### config.mk
export PLATFORM = sky130hd
export DESIGN_NAME = serial_mag_comp_flat
export DESIGN_NICKNAME = d
export VERILOG_FILES = /design/src/rtl/serial_cmp_pkg.sv /design/src/rtl/serial_mag_comp_if.sv /design/src/rtl/serial_cmp_cell.sv /design/src/rtl/serial_mag_comp.sv /design/src/flat_wrapper.sv
export SDC_FILE = /design/constraint.sdc
export NUM_CORES = 1
export LEC_CHECK = 0
export CAP_MARGIN = 20
export CORE_ASPECT_RATIO = 0.6
export CORE_MARGIN = 3
export CORE_UTILIZATION = 30
export CTS_CLUSTER_SIZE = 14
export DETAILED_ROUTE_END_ITERATION = 8
export PLACE_DENSITY_LB_ADDON = 0.05
export SYNTH_ARGS = -nofsm -noshare
export SYNTH_HDL_FRONTEND = slang
export SYNTH_SLANG_ARGS = --single-unit
### constraint.sdc
create_clock -name clk -period 2.6 [get_ports clk]
set_input_delay 0.52 -clock clk [delete_from_list [all_inputs] [get_ports clk]]
set_output_delay 0.52 -clock clk [all_outputs]
set_load 0.005 [all_outputs]
### src/rtl/serial_cmp_pkg.sv
// Shared definitions for the bit-serial magnitude comparator: state encoding,
// default operand width and the flag-packing helper used when a compare completes.
package serial_cmp_pkg;

   localparam int unsigned DEF_WIDTH = 4;

   typedef enum logic [1:0] {
      ST_IDLE  = 2'b00,
      ST_SHIFT = 2'b01,
      ST_DONE  = 2'b10
   } state_t;

   // Packs the final decision as {agtb, aeqb, altb}; undecided after all bits means equal.
   function automatic logic [2:0] flags_from(input logic decided, input logic gt,
                                              input logic lt);
      return {gt, ~decided, lt};
   endfunction

endpackage

### src/rtl/serial_mag_comp_if.sv
// Request/result bundle of the serial comparator: operands plus start in,
// ready/done handshake and the three magnitude flags out.
interface serial_mag_comp_if
   import serial_cmp_pkg::*;
#(
   parameter int unsigned WIDTH = DEF_WIDTH
);

   logic             start;
   logic [WIDTH-1:0] a;
   logic [WIDTH-1:0] b;
   logic             ready;
   logic             done;
   logic             agtb;
   logic             aeqb;
   logic             altb;

   modport master (
      output start, a, b,
      input  ready, done, agtb, aeqb, altb
   );

   modport slave (
      input  start, a, b,
      output ready, done, agtb, aeqb, altb
   );

endinterface

### src/rtl/serial_cmp_cell.sv
// Combinational per-bit decision cell: the first differing bit pair (MSB first)
// latches the outcome; once decided, later bits pass the previous decision through.
module serial_cmp_cell (
   input  logic a_bit,
   input  logic b_bit,
   input  logic decided_in,
   input  logic gt_in,
   input  logic lt_in,
   output logic decided_out,
   output logic gt_out,
   output logic lt_out
);

   always_comb begin
      decided_out = decided_in | (a_bit ^ b_bit);
      gt_out      = gt_in;
      lt_out      = lt_in;
      if (!decided_in) begin
         gt_out = a_bit & ~b_bit;
         lt_out = ~a_bit & b_bit;
      end
   end

endmodule

### src/rtl/serial_mag_comp.sv
// Bit-serial unsigned magnitude comparator, one bit pair per clock, MSB first.
// Define SERIAL_CMP_EARLY_EXIT_EN to finish on the first differing bit.
module serial_mag_comp
   import serial_cmp_pkg::*;
#(
   parameter  int unsigned WIDTH = DEF_WIDTH,
   localparam int unsigned CNT_W = $clog2(WIDTH + 1)
) (
   input  logic                clk,
   input  logic                reset,
   serial_mag_comp_if.slave    bus
);

   state_t             r_state;
   logic [WIDTH-1:0]   r_a_s;
   logic [WIDTH-1:0]   r_b_s;
   logic [CNT_W-1:0]   r_cnt;
   logic               r_decided;
   logic               r_gt;
   logic               r_lt;
   logic               r_ready;
   logic               r_done;
   logic               r_agtb;
   logic               r_aeqb;
   logic               r_altb;

   logic               w_decided;
   logic               w_gt;
   logic               w_lt;
   logic               w_last;
   logic               w_finish;
   logic               w_accept;

   serial_cmp_cell u_cell (
      .a_bit       (r_a_s[WIDTH-1]),
      .b_bit       (r_b_s[WIDTH-1]),
      .decided_in  (r_decided),
      .gt_in       (r_gt),
      .lt_in       (r_lt),
      .decided_out (w_decided),
      .gt_out      (w_gt),
      .lt_out      (w_lt)
   );

   assign w_last   = (r_cnt == CNT_W'(1));
   // ready is high exactly in IDLE and DONE, so it doubles as the accept qualifier.
   assign w_accept = r_ready & bus.start;

`ifdef SERIAL_CMP_EARLY_EXIT_EN
   assign w_finish = w_last | (w_decided & ~r_decided);
`else
   assign w_finish = w_last;
`endif

   always_ff @(posedge clk) begin
      if (reset) begin
         r_state   <= ST_IDLE;
         r_a_s     <= '0;
         r_b_s     <= '0;
         r_cnt     <= '0;
         r_decided <= 1'b0;
         r_gt      <= 1'b0;
         r_lt      <= 1'b0;
         r_ready   <= 1'b1;
         r_done    <= 1'b0;
         r_agtb    <= 1'b0;
         r_aeqb    <= 1'b0;
         r_altb    <= 1'b0;
      end else begin
         r_done <= 1'b0;
         if (w_accept) begin
            r_state   <= ST_SHIFT;
            r_a_s     <= bus.a;
            r_b_s     <= bus.b;
            r_cnt     <= CNT_W'(WIDTH);
            r_decided <= 1'b0;
            r_gt      <= 1'b0;
            r_lt      <= 1'b0;
            r_ready   <= 1'b0;
            r_agtb    <= 1'b0;
            r_aeqb    <= 1'b0;
            r_altb    <= 1'b0;
         end else begin
            case (r_state)
               ST_IDLE: begin
                  r_ready <= 1'b1;
               end
               ST_SHIFT: begin
                  r_decided <= w_decided;
                  r_gt      <= w_gt;
                  r_lt      <= w_lt;
                  r_a_s     <= {r_a_s[WIDTH-2:0], 1'b0};
                  r_b_s     <= {r_b_s[WIDTH-2:0], 1'b0};
                  r_cnt     <= r_cnt - CNT_W'(1);
                  if (w_finish) begin
                     r_state <= ST_DONE;
                     r_ready <= 1'b1;
                     r_done  <= 1'b1;
                     {r_agtb, r_aeqb, r_altb} <= flags_from(w_decided, w_gt, w_lt);
                  end
               end
               ST_DONE: begin
                  r_state <= ST_IDLE;
               end
               default: begin
                  r_state <= ST_IDLE;
                  r_ready <= 1'b1;
               end
            endcase
         end
      end
   end

   assign bus.ready = r_ready;
   assign bus.done  = r_done;
   assign bus.agtb  = r_agtb;
   assign bus.aeqb  = r_aeqb;
   assign bus.altb  = r_altb;

endmodule

### src/flat_wrapper.sv
// flat-port wrapper written by rule: the top's interface ports become plain ports
module serial_mag_comp_flat import serial_cmp_pkg::*;
#(
   parameter  int unsigned WIDTH = DEF_WIDTH,
   localparam int unsigned CNT_W = $clog2(WIDTH + 1)
)
  (clk, reset, bus_start, bus_a, bus_b, bus_ready, bus_done, bus_agtb, bus_aeqb, bus_altb);
  serial_mag_comp_if #(.WIDTH(WIDTH)) bus_i ();
  input  logic clk;
  input  logic reset;
  input wire logic [$bits(bus_i.start)-1:0] bus_start;
  input wire logic [$bits(bus_i.a)-1:0] bus_a;
  input wire logic [$bits(bus_i.b)-1:0] bus_b;
  output wire logic [$bits(bus_i.ready)-1:0] bus_ready;
  output wire logic [$bits(bus_i.done)-1:0] bus_done;
  output wire logic [$bits(bus_i.agtb)-1:0] bus_agtb;
  output wire logic [$bits(bus_i.aeqb)-1:0] bus_aeqb;
  output wire logic [$bits(bus_i.altb)-1:0] bus_altb;
  assign bus_i.start = bus_start;
  assign bus_i.a = bus_a;
  assign bus_i.b = bus_b;
  assign bus_ready = bus_i.ready;
  assign bus_done = bus_i.done;
  assign bus_agtb = bus_i.agtb;
  assign bus_aeqb = bus_i.aeqb;
  assign bus_altb = bus_i.altb;
  serial_mag_comp #(.WIDTH(WIDTH)) u_core (.clk(clk), .reset(reset), .bus(bus_i));
endmodule
# --- After elaboration in Yosys (flattened, before gate mapping) ---
# Cells that the tools add are included.
totals:
  input_bits: 11
  register_bits: 21
  output_inout_bits: 5
  word_cells: 55
classes:
  reduce_logical: 8
  n_bitwise: 10
  n_mux: 15
  eq_ne: 7
  addsub: 1
op_table:
  columns: ["op", "count"]
  rows:
  - ["$mux W4", 4]
  - ["$reduce_and A2 Y1", 4]
  - ["$mux W1", 6]
  - ["$mux W3", 2]
  - ["$ne A2 B1 Y1 const B", 3]
  - ["$not A1 Y1", 5]
  - ["$pmux W2 S2", 1]
  - ["$and A1 B1 Y1", 3]
  - ["$eq A3 B1 Y1 const B", 1]
  - ["$ne A3 B1 Y1 const B", 1]
  - ["$reduce_or A3 Y1", 1]
  - ["$sub A3 B1 Y3 const B", 1]
  - ["$eq A2 B1 Y1 const B", 1]
  - ["$eq A2 B2 Y1 const B", 1]
  - ["$logic_not A2 Y1", 1]
  - ["$mux W2", 1]
  - ["$pmux W1 S2", 1]
  - ["$reduce_bool A2 Y1", 1]
  - ["$reduce_or A2 Y1", 1]
  - ["$or A1 B1 Y1", 1]
  - ["$xor A1 B1 Y1", 1]

# --- Longest topological paths before layout ---
depth:
  depth_word: 4
  ltp_mapped: 6
  mapped_depth_nobuf: 5

# --- Modules after synthesis ---
# A second synthesis with hierarchy kept.
unflattened:
  cells_unflattened: 104
  hier_area_um2: 899.6
modules_own_cells:
  columns: ["mod", "seq_area_each_um2", "area_per_inst_um2", "n_inst", "cells_each"]
  rows:
  - ["serial_mag_comp", 420.4, 838.3, 1, 97]
  - ["serial_cmp_cell", 0.0, 61.3, 1, 7]

# --- Worst setup path after synthesis ---
# OpenSTA, ideal clock, no wires.
synth_path:
  kind: "register to register"
  startpoint: "reg u_core.r_cnt[0]"
  endpoint: "reg u_core.r_agtb (netlist: u_core.bus.agtb)"
  setup_slack_ns: 1.383
  arrival_ns: 1.138
  required_time_ns: 2.521
  stages_incl_launch_ff: 6
  path_cell_list: "dfxtp_1 > ha_1 > nor4bb_1 > buf_4 > nor2_1 > a211oi_2"
synth_via:
  elab_chain_len: 2
synth_rtl:
  columns: ["item", "line_no", "source"]
  rows:
  - ["start: declaration", "serial_mag_comp.sv:17", "logic [CNT_W-1:0] r_cnt;"]
  - ["start signal: assignment", "serial_mag_comp.sv:75", "r_cnt <= CNT_W'(WIDTH);"]
  - ["start signal: assignment", "serial_mag_comp.sv:94", "r_cnt <= r_cnt - CNT_W'(1);"]
  - ["$eq A3 B1 Y1", "serial_mag_comp.sv:45", "assign w_last = (r_cnt == CNT_W'(1));"]
  - ["$reduce_and A2 Y1 (no source line)", null, null]
  - ["end signal: assignment", "serial_mag_comp.sv:99", "{r_agtb, r_aeqb, r_altb} <= flags_from(w_decided, w_gt, w_lt);"]
  - ["end: declaration", "serial_mag_comp.sv:23", "logic r_agtb;"]
# Every way passes these cells.
# A chain may end at the register's enable or synchronous reset.

# --- Worst setup path after layout ---
layout_path:
  startpoint: "reg u_core.r_ready (netlist: u_core.bus.ready)"
  endpoint: "out bus_ready"
layout_rtl:
  columns: ["item", "line_no", "source"]
  rows:
  - ["start: declaration", "serial_mag_comp.sv:21", "logic r_ready;"]
  - ["start signal: assignment", "serial_mag_comp.sv:64", "r_ready <= 1'b1;"]
  - ["start signal: assignment", "serial_mag_comp.sv:79", "r_ready <= 1'b0;"]
  - ["start signal: assignment", "serial_mag_comp.sv:86", "r_ready <= 1'b1;"]
  - ["end: declaration", "flat_wrapper.sv:14", "output wire logic [$bits(bus_i.ready)-1:0] bus_ready;"]
# No word-level cell between the ends.

==> flow_summary.ini <==
[setup_path]
max_stage_delay_ps = 550
crit_arrival_ps = 1230
crit_type = flop to output pin
start_kind = flop
path_buf_inv = 1
worstSetupEndpointType = output pin
critical-path-slowest-cell = clkdlybuf4s50_1
cp.required_ps = 2080
path_cells = clkdlybuf4s50_1
cp_top_family = buffers and inverters
path_max_fanout = 6

[timing]
setup_viol = 0
tns_ps = 0
drv_slew = 0
final_hold_viol_count = 0
rsz0062_at_grt = false
relSlewSlack_pct = 72.1
clock.fmax_mhz = 570
worst_slew_pin_slew_ps = 418
finalWorstSetupSlack_ps = 846
fin_crit_ps = 1750
fin_crit_sh_pct = 67.5
worst_clock_skew_ps = 1.38

[detailed_routing]
post_drt_wl_per_cell_um = 11.6
drt_iter0_drc = 45
vias = 740
vias_per_cell = 4.63
drtPass1Iterations = 4
drt.antenna.violating_nets = 0
wl_mm = 1.86
drc = 0

[global_route]
grt_max_degree = 18
antenna_found_initial = 0
gr-max-usage-layer = met1
grt_pass1_wl_mm = 2.97
gr-usage-met2_pct = 12.9
grt-ovfl-total = 0
grtUsageMet1_pct = 14.4
grtUsageMet3_pct = 4.61
grt_pass1_vias = 634
track_usage_pct = 9.85

[synth]
synth_top_cell_area_share_pct = 45.4
ys_seq_area_share_pct = 45.4
yosysTopAreaCell = dfxtp_1
yosys_warnings = 0
synth_cells = 106
synth.distinct_cells = 26
synth-seq-cells = 21
ys_dominant_reg_cell = dfxtp_1
synth_enable_flop_cells = 0
synth_nets = 121
synth.area.top_cells = dfxtp_1 (45%), nand2_1 (5.7%), a311oi_1 (5.7%), ha_1 (5.4%), a21oi_1 (4.9%)
netlist_area_um2 = 926
postSynth.asyncResetShare_pct = 0
syn_area_per_cell_um2 = 8.73

[clocking]
clk_latency_ps = 250
post_cts_buffers = 0
cts_resized = 0
clk_pin_slew_worst_paths_ps = 70
root_buffer = clkbuf_8
clock-sinks = 21
htreeDepth = 1
cts_tree = yes
clk_path_buf_depth = 2
hold_buffers = 0
cts_buffers = 3

[placed_design]
io_buffers = 15
finalWeightedCongestion = 0.740
hpwl_mm = 1.32
pre_cts_slack_ps = 609

[die]
dieArea_mm2 = 0.00381
die_h_um = 49.0
ios = 16
die_w_um = 77.7
fp.coreArea_mm2 = 0.00272
rows = 14
initial_utilization_pct = 34.1

[power]
powerDensity_mw_per_mm2 = 582
p_leak_nw = 0.406
power.share.clock_pct = 31.7
comb_power_share_pct = 14.7
power_frac_seq_pct = 53.7
vdd_drop_max_mv = 0.326
netSwitchingPower_mw = 0.169
p_sw_share_pct = 25.4
internal_power_mw = 0.497

[run]
drv_cap = 0

[cells_and_area]
final_nets = 136
final_layout_size_suffix_gt1_share_pct = 6.67
area.growth.synth_to_final_pct = 23.6
insertedDiodeCount = 0

[outcome]
status = completed

[hold_path]
hold_class = flop to flop
[final timing paths]
path                                  startpoint                             to  slack (ps)  depth (start not counted)
setup / recovery   u_core.bus.ready$_SDFFE_PP1P_                      bus_ready         850                          1
hold / removal      u_core.r_b_s[0]$_SDFFE_PP0P_   u_core.r_b_s[0]$_SDFFE_PP0P_         470                          2
setup reg to reg  u_core.r_state[1]$_SDFFE_PP0P_  u_core.bus.ready$_SDFFE_PP1P_        1130                          3
hold reg to reg     u_core.r_b_s[0]$_SDFFE_PP0P_   u_core.r_b_s[0]$_SDFFE_PP0P_         470                          2
[state kept, by name, summed over array words and instances (netlist names)]
name / flops
u_core.r_a_s: 4
u_core.r_b_s: 4
u_core.r_cnt: 3
u_core.r_state: 2
u_core.bus.aeqb: 1
u_core.bus.agtb: 1
u_core.bus.altb: 1
u_core.bus.done: 1
u_core.bus.ready: 1
u_core.r_decided: 1
u_core.r_gt: 1
u_core.r_lt: 1
[cell usage in the layout (no fill, tap or decap)]
cell type	synthesis	final
a211oi_1	1	1
xnor2_1	1	1
xor2_1	1	1
mux2i_1	2	2
a221o_1	1	1
nand3b_1	2	2
a311oi_1	6	6
nor4bb_1	1	1
dfxtp_1	21	21
ha_1	4	4
nand2b_1	3	3
a211oi_2	2	2
nor2b_1	2	2
inv_1	8	8
and2b_1	1	1
clkbuf_1	2	1
a21oi_1	9	9
buf_4	1	2
nor2_1	11	11
nand2_2	1	1
nand2_1	14	14
nor3b_1	1	1
clkdlybuf4s50_1	0	15
nand3_1	4	4
clkbuf_8	0	3
o21ai_0	3	3
[power groups by stage]
stage,combinational (mW),sequential [mW],clock (mW)
after floorplan,0.0692,0.360,0
after global placement,0.0971,0.365,0
after detailed placement,0.0981,0.365,0
after CTS,0.0987,0.357,0.218
after global routing,0.110,0.360,0.228
final,0.0978,0.358,0.211
[Yosys cell counts (2+ instances only)]
cell / n
a311oi_1: 6
buf_2: 3
nand3b_1: 2
inv_1: 8
a21oi_1: 9
clkbuf_1: 2
mux2i_1: 2
nor2b_1: 2
ha_1: 4
nor2_1: 11
dfxtp_1: 21
nand2_1: 14
nand3_1: 4
a211oi_2: 2
o21ai_0: 3
nand2b_1: 3
[layer usage]
| layer | routed length, um | vias to the layer above | share of wire, % |
|---|---|---|---|
| met5 | 0 | - | 0 |
| met4 | 12 | 0 | 0.65 |
| met3 | 136 | 2 | 7.3 |
| met2 | 688 | 15 | 37 |
| met1 | 1020 | 339 | 55 |
| li1 | - | 384 | - |
[area by class of cell]
type	instances	area, um2
Fill cell	288	1570
Multi-Input combinational cell	70	434
Sequential cell	21	420
Timing Repair Buffer	17	165
Tap cell	40	50.0
Clock buffer	4	45.0
Inverter	8	30.0
[logic make-up (layout without fill, tap and decap cells)]
logic type / count (synthesis) / in the layout / share of synthesized area, %
AND/OR/NAND/NOR: 40 / 40 / 20.7
adder cells (fa/ha/maj): 4 / 4 / 5.41
AO/OA/AOI/OAI: 22 / 22 / 16.8
multiplexers: 2 / 2 / 2.16
buffers and inverters: 15 / 29 / 7.70
XOR/XNOR: 2 / 2 / 1.89
flip-flops: 21 / 21 / 45.4
[metrics by stage]
| stage | total power [mW] | area (um2) | utilization (%) | hold slack, ps | instances |
|---|---|---|---|---|---|
| 3_3_place_gp | 0.462 | 1100 | 40.5 | 458 | 156 |
| 4_1_cts | 0.674 | 1140 | 42.2 | 475 | 160 |
| 3_5_place_dp | 0.463 | 1100 | 40.5 | 464 | 156 |
| 5_1_grt | 0.699 | 1140 | 42.2 | 488 | 160 |
| 2_1_floorplan | 0.430 | 926 | - | 448 | 106 |
| 6_report | 0.666 | 1140 | 42.2 | 471 | 160 |
Power figures use the tool's default switching activity.
